`src/rtl/pisca_leds_pkg.sv`:
```
// Shared widths, latency and the determinant type for the pisca_leds_1 triangle-area pipeline.
package pisca_leds_pkg;
   localparam int COORD_W = 11;
   localparam int DET_W   = 24;
   localparam int AREA_W  = 21;
   localparam int PROD_W  = 2 * COORD_W;
   localparam int SUM_W   = 24;
   localparam int LATENCY = 4;

   typedef logic signed [DET_W-1:0] det_t;
endpackage

```
`src/rtl/pisca_leds_1_if.sv`:
```
// Vertex and result bundle for pisca_leds_1; the orient line exists only with PISCALEDS1_ORIENT_EN.
interface pisca_leds_1_if;
   import pisca_leds_pkg::*;

   logic [COORD_W-1:0] ax, ay, bx, by, cx, cy;
   logic [AREA_W-1:0]  area;
   logic               area_half;
   logic               degenerate;
`ifdef PISCALEDS1_ORIENT_EN
   logic               orient;

   modport master (output ax, ay, bx, by, cx, cy,
                   input  area, area_half, degenerate, orient);
   modport slave  (input  ax, ay, bx, by, cx, cy,
                   output area, area_half, degenerate, orient);
`else
   modport master (output ax, ay, bx, by, cx, cy,
                   input  area, area_half, degenerate);
   modport slave  (input  ax, ay, bx, by, cx, cy,
                   output area, area_half, degenerate);
`endif
endinterface

```
`src/rtl/pisca_leds_1_tri_mul_reg.sv`:
```
// Unsigned COORD_W x COORD_W multiplier with a registered full-width product.
module tri_mul_reg
   import pisca_leds_pkg::*;
(
   input  logic               clk,
   input  logic               rst,
   input  logic [COORD_W-1:0] a,
   input  logic [COORD_W-1:0] b,
   output logic [PROD_W-1:0]  prod
);
   logic [PROD_W-1:0] prod_reg;

   always_ff @(posedge clk or posedge rst) begin
      if (rst) prod_reg <= '0;
      else     prod_reg <= {{COORD_W{1'b0}}, a} * {{COORD_W{1'b0}}, b};
   end

   assign prod = prod_reg;
endmodule

```
`src/rtl/pisca_leds_1.sv`:
```
// Four-stage triangle-area pipeline: floor(|shoelace det| / 2), half flag, collinear flag.
// Optional sign output when PISCALEDS1_ORIENT_EN is defined.
module pisca_leds_1
   import pisca_leds_pkg::*;
(
   input  logic         CLOCK_50,
   input  logic         reset,
   pisca_leds_1_if.slave bus
);
   // Coordinate slots: 0=ax 1=ay 2=bx 3=by 4=cx 5=cy.
   // Products 0..2 form the positive sum, 3..5 the negative sum.
   localparam int A_IDX [6] = '{0, 2, 4, 0, 2, 4};
   localparam int B_IDX [6] = '{3, 5, 1, 5, 1, 3};

   logic [COORD_W-1:0] coord_reg [6];
   logic [PROD_W-1:0]  prod [6];
   det_t               det_reg;
   det_t               det_next;
   logic [SUM_W-1:0]   sum_pos, sum_neg;
   logic signed [SUM_W:0] diff;
   logic [DET_W-1:0]   mag;
   logic [AREA_W-1:0]  area_reg, area_next;
   logic               half_reg;
   logic               degenerate_reg;

   // S1
   always_ff @(posedge CLOCK_50 or posedge reset) begin
      if (reset) begin
         for (int i = 0; i < 6; i++) coord_reg[i] <= '0;
      end else begin
         coord_reg[0] <= bus.ax;
         coord_reg[1] <= bus.ay;
         coord_reg[2] <= bus.bx;
         coord_reg[3] <= bus.by;
         coord_reg[4] <= bus.cx;
         coord_reg[5] <= bus.cy;
      end
   end

   // S2
   generate
      for (genvar gi = 0; gi < 6; gi++) begin : g_mul
         tri_mul_reg u_mul (
            .clk  (CLOCK_50),
            .rst  (reset),
            .a    (coord_reg[A_IDX[gi]]),
            .b    (coord_reg[B_IDX[gi]]),
            .prod (prod[gi])
         );
      end
   endgenerate

   // Sums cannot overflow 24 bits; the 25-bit difference always fits back into DET_W.
   always_comb begin
      sum_pos  = {2'b00, prod[0]} + {2'b00, prod[1]} + {2'b00, prod[2]};
      sum_neg  = {2'b00, prod[3]} + {2'b00, prod[4]} + {2'b00, prod[5]};
      diff     = $signed({1'b0, sum_pos}) - $signed({1'b0, sum_neg});
      det_next = det_t'(diff);
   end

   // S3
   always_ff @(posedge CLOCK_50 or posedge reset) begin
      if (reset) det_reg <= '0;
      else       det_reg <= det_next;
   end

   always_comb begin
      mag       = det_reg[DET_W-1] ? (~det_reg + 1'b1) : det_reg;
      area_next = AREA_W'(mag >> 1);
   end

   // S4
   always_ff @(posedge CLOCK_50 or posedge reset) begin
      if (reset) begin
         area_reg       <= '0;
         half_reg       <= 1'b0;
         degenerate_reg <= 1'b0;
      end else begin
         area_reg       <= area_next;
         half_reg       <= det_reg[0];
         degenerate_reg <= (det_reg == '0);
      end
   end

   assign bus.area       = area_reg;
   assign bus.area_half  = half_reg;
   assign bus.degenerate = degenerate_reg;

`ifdef PISCALEDS1_ORIENT_EN
   logic orient_reg;

   always_ff @(posedge CLOCK_50 or posedge reset) begin
      if (reset) orient_reg <= 1'b0;
      else       orient_reg <= det_reg[DET_W-1];
   end

   assign bus.orient = orient_reg;
`endif
endmodule

```
`src/flat_wrapper.sv`:
```
// flat-port wrapper written by rule: the top's interface ports become plain ports
module pisca_leds_1_flat import pisca_leds_pkg::*;
  (CLOCK_50, reset, bus_ax, bus_ay, bus_bx, bus_by, bus_cx, bus_cy, bus_area, bus_area_half, bus_degenerate);
  pisca_leds_1_if bus_i ();
  input  logic CLOCK_50;
  input  logic reset;
  input wire logic [$bits(bus_i.ax)-1:0] bus_ax;
  input wire logic [$bits(bus_i.ay)-1:0] bus_ay;
  input wire logic [$bits(bus_i.bx)-1:0] bus_bx;
  input wire logic [$bits(bus_i.by)-1:0] bus_by;
  input wire logic [$bits(bus_i.cx)-1:0] bus_cx;
  input wire logic [$bits(bus_i.cy)-1:0] bus_cy;
  output wire logic [$bits(bus_i.area)-1:0] bus_area;
  output wire logic [$bits(bus_i.area_half)-1:0] bus_area_half;
  output wire logic [$bits(bus_i.degenerate)-1:0] bus_degenerate;
  assign bus_i.ax = bus_ax;
  assign bus_i.ay = bus_ay;
  assign bus_i.bx = bus_bx;
  assign bus_i.by = bus_by;
  assign bus_i.cx = bus_cx;
  assign bus_i.cy = bus_cy;
  assign bus_area = bus_i.area;
  assign bus_area_half = bus_i.area_half;
  assign bus_degenerate = bus_i.degenerate;
  pisca_leds_1 u_core (.CLOCK_50(CLOCK_50), .reset(reset), .bus(bus_i));
endmodule
```
`config.mk`:
```
export PLATFORM = sky130hd
export DESIGN_NAME = pisca_leds_1_flat
export DESIGN_NICKNAME = d
export VERILOG_FILES = /design/src/rtl/pisca_leds_pkg.sv /design/src/rtl/pisca_leds_1_if.sv /design/src/rtl/pisca_leds_1_tri_mul_reg.sv /design/src/rtl/pisca_leds_1.sv /design/src/flat_wrapper.sv
export SDC_FILE = /design/constraint.sdc
export NUM_CORES = 2
export LEC_CHECK = 0
export BUFFER_PORTS_ARGS = -buffer_cell sky130_fd_sc_hd__buf_2
export CORE_UTILIZATION = 30
export DETAILED_ROUTE_END_ITERATION = 16
export PLACE_DENSITY = 0.56
export SYNTH_ARGS = -nofsm -noshare
export SYNTH_HDL_FRONTEND = slang
export SYNTH_SLANG_ARGS = --single-unit
```
`constraint.sdc`:
```
create_clock -name CLOCK_50 -period 9.1 [get_ports CLOCK_50]
set_clock_uncertainty 0.15 [all_clocks]
set_input_delay 1.82 -clock CLOCK_50 [delete_from_list [all_inputs] [get_ports CLOCK_50]]
set_output_delay 1.82 -clock CLOCK_50 [all_outputs]
set_load 0.005 [all_outputs]
```
==> summary.txt <==
Run status
  – Status: finished clean

Clock network
  – Worst-Skew Late Latency: 590 ps
  – Root Driver: clkbuf_16
  – CTS Buf Count: 36
  – CTS tree: yes
  – Clock tree sinks: 245
  – Cts-stage hold buffer count: 0
  – Reg clk slew, reported paths: 70 ps
  – Setup Buffers After CTS: 0
  – Post-CTS Resized: 0
  – Htree depth: 2
  – CTS max path bufs: 3

Synthesis
  – Share of the synthesized area in the top cell type: a little under a third
  – Largest cells by area after synthesis: fa_1, dfrtp_1, ha_1
  – Post-synthesis async set-or-reset flop share: 100%
  – Top cells by count, synth: inv_1, fa_1, nand2_1
  – Flops & latches, synth: 245
  – Distinct cell type count after synthesis: slightly above 60
  – Yosys Warn Count: 0
  – Cell area after synthesis: 34900 um^2
  – Post-synth top area cell: fa_1
  – Count of flip-flops with a built-in enable after synthesis: 0
  – Most frequent cell after synthesis: inv_1
  – Mapped Cells: between 3000 and 4000
  – Synth Net Count: between 4000 and 5000
  – Mean Syn Cell Area: about 9.2 um^2
  – Post-synthesis sequential area ratio: roughly 18%
  – Post-synth top flop: dfrtp_1

Timing
  – Fin. Hold Viols: 0
  – Post-layout min period: 6230 ps
  – Least-Margin Pin Slew: about 1100 ps
  – Setup Viol. Count Final: 0
  – Setup TNS: 0 ps
  – Final Slew Violations: 0
  – Tcrit/Tclk final: between 60% and 70%
  – RSZ-0062 raised after global routing: no
  – Max Fclk: 160 MHz
  – Rel. slew slack: between 20% and 30%

Global route
  – Pin count of the biggest net entering global routing: 109
  – GR Overflow Total: 0
  – Vias in the first global route: around 26000
  – First-pass GRT wire length: roughly 140 mm
  – GR Util All Layers: between 10% and 20%
  – Initial antenna violation count: 5

Critical path
  – Critical Path Source Type: register
  – Worst reg2reg path depth: 14
  – CP max FO: 22
  – Critical path class: reg2reg
  – Crit path capture type: register
  – CP required: between 9000 and 10000 ps
  – Worst EP arrival: roughly 6500 ps

Detailed routing
  – Routed Wire Length: between 80 and 90 mm
  – Wire length per cell: around 16 um
  – # DRC: 0
  – Detail Route Antenna Nets: 0
  – DRT iter0 DRCs: 1275
  – Total number of vias: about 25000
  – Drt pass-1 iters: 5
  – Vias per inst: roughly 4.6

Floorplanning
  – Vert. Die Dim: between 300 and 400 um
  – Die Area: roughly 120000 um^2
  – Initial Utilization: between 30% and 40%
  – Die width: ~340 um
  – Row count: approximately 120
  – Core footprint: between 100000 and 150000 um^2
  – IO Count: between 90 and 100

Finish
  – FF+latch area: 6130 um^2
  – Finished Cell Area: around 38000 um^2
  – Max FFs per register: between 100 and 150
  – Share of layout cells above drive strength 1: under 10%
  – Final #Nets: roughly 4800
  – Filler cell count: roughly 12000
  – Multi-input gate area: 25300 um^2
  – Area growth syn-to-layout: 9.09%

Place
  – GP Congestion: approximately 0.86
  – HPWL after DPL: about 68 mm
  – Dpl cell area: 36900 um^2
  – Port Buffers: 90

Hold path
  – Worst min path class: reg2reg
  – Hold Path Depth: 0

Flow run
  – Max-cap viol count: 0
==> worst paths after layout <==
| kind | startpoint | endpoint | slack, ps |
|---|---|---|---|
| hold / removal | u_core.det_reg[0]$_DFF_PP0_ | u_core.bus.area_half$_DFF_PP0_ | 280 |
| setup reg to reg | u_core.coord_reg[40]$_DFF_PP0_ | u_core.g_mul[1].u_mul.prod[21]$_DFF_PP0_ | 2870 |
| setup / recovery | u_core.coord_reg[40]$_DFF_PP0_ | u_core.g_mul[1].u_mul.prod[21]$_DFF_PP0_ | 2870 |
| max in group asynchronous | reset | u_core.coord_reg[16]$_DFF_PP0_ | 6000 |
| hold reg to reg | u_core.det_reg[0]$_DFF_PP0_ | u_core.bus.area_half$_DFF_PP0_ | 280 |
| min in group asynchronous | reset | u_core.coord_reg[44]$_DFF_PP0_ | 1240 |
==> routing by layer <==
| layer | share of wire, % | global-route usage [%] |
|---|---|---|
| met2 | 47 | 25.1 |
| met4 | 2.9 | 4.85 |
| met5 | 0 | 0 |
| met3 | 4.7 | 1.92 |
| met1 | 46 | 20.5 |
==> final cells by class <==
cell class	count	area share [%]
Antenna cell	2	0.0131
Clock buffer	43	2.59
Sequential cell	245	16.1
Tap cell	1512	4.97
Multi-Input combinational cell	2612	66.5
Inverter	775	7.66
Timing Repair Buffer	114	1.66
Clock inverter	21	0.493
==> cell usage in the layout (no fill, tap or decap), drive strengths merged, types with 6 or more instances in the layout <==
cell	count
ha	430
a31oi	10
or3	7
o21ai	77
nand2	494
or4	8
a211oi	12
a21o	68
and2	319
o41ai	10
dfrtp	245
or2	6
inv	777
and3	13
xor2	45
xnor2	137
nand4	10
nor2b	21
o31ai	15
buf	114
nor3	28
a21oi	141
a21boi	8
o22ai	6
a2111oi	6
nor2	86
o211ai	7
clkinv	14
o21a	26
o21bai	17
clkbuf	43
nand2b	11
fa	526
nand3	25
==> critical path, stage by stage, from the launching register on <==
cell	delay (ps)
dfrtp_1	970
nand2_1	180
fa_1	600
fa_1	450
fa_1	550
inv_1	60
fa_1	490
fa_1	410
ha_1	250
or3_1	390
o221a_2	280
a2111oi_0	650
o21ai_0	200
a21oi_1	200
xnor2_1	250
==> kinds of logic after synthesis <==
family,synth area share [%]
simple gates,14.3
fa+ha+maj,45.6
xor+xnor,4.57
compound gates,8.07
mux,0.0287
flops,17.6
buf+inv,9.87
==> metrics by stage <==
| stage | worst slack (ps) | hold WS, ps | cells | util, % |
|---|---|---|---|---|
| floorplan | 400 | 245 | 3775 | - |
| global placement | 2960 | 306 | 5258 | 32.1 |
| detailed placement | 2960 | 298 | 5258 | 32.1 |
| CTS | 2930 | 289 | 5322 | 33.2 |
| global route | 2550 | 294 | 5322 | 33.2 |
| finish | 2870 | 281 | 5324 | 33.2 |
Power is not shown: default switching activity piles up to over one toggle a cycle in this logic, so the estimate is an artifact.
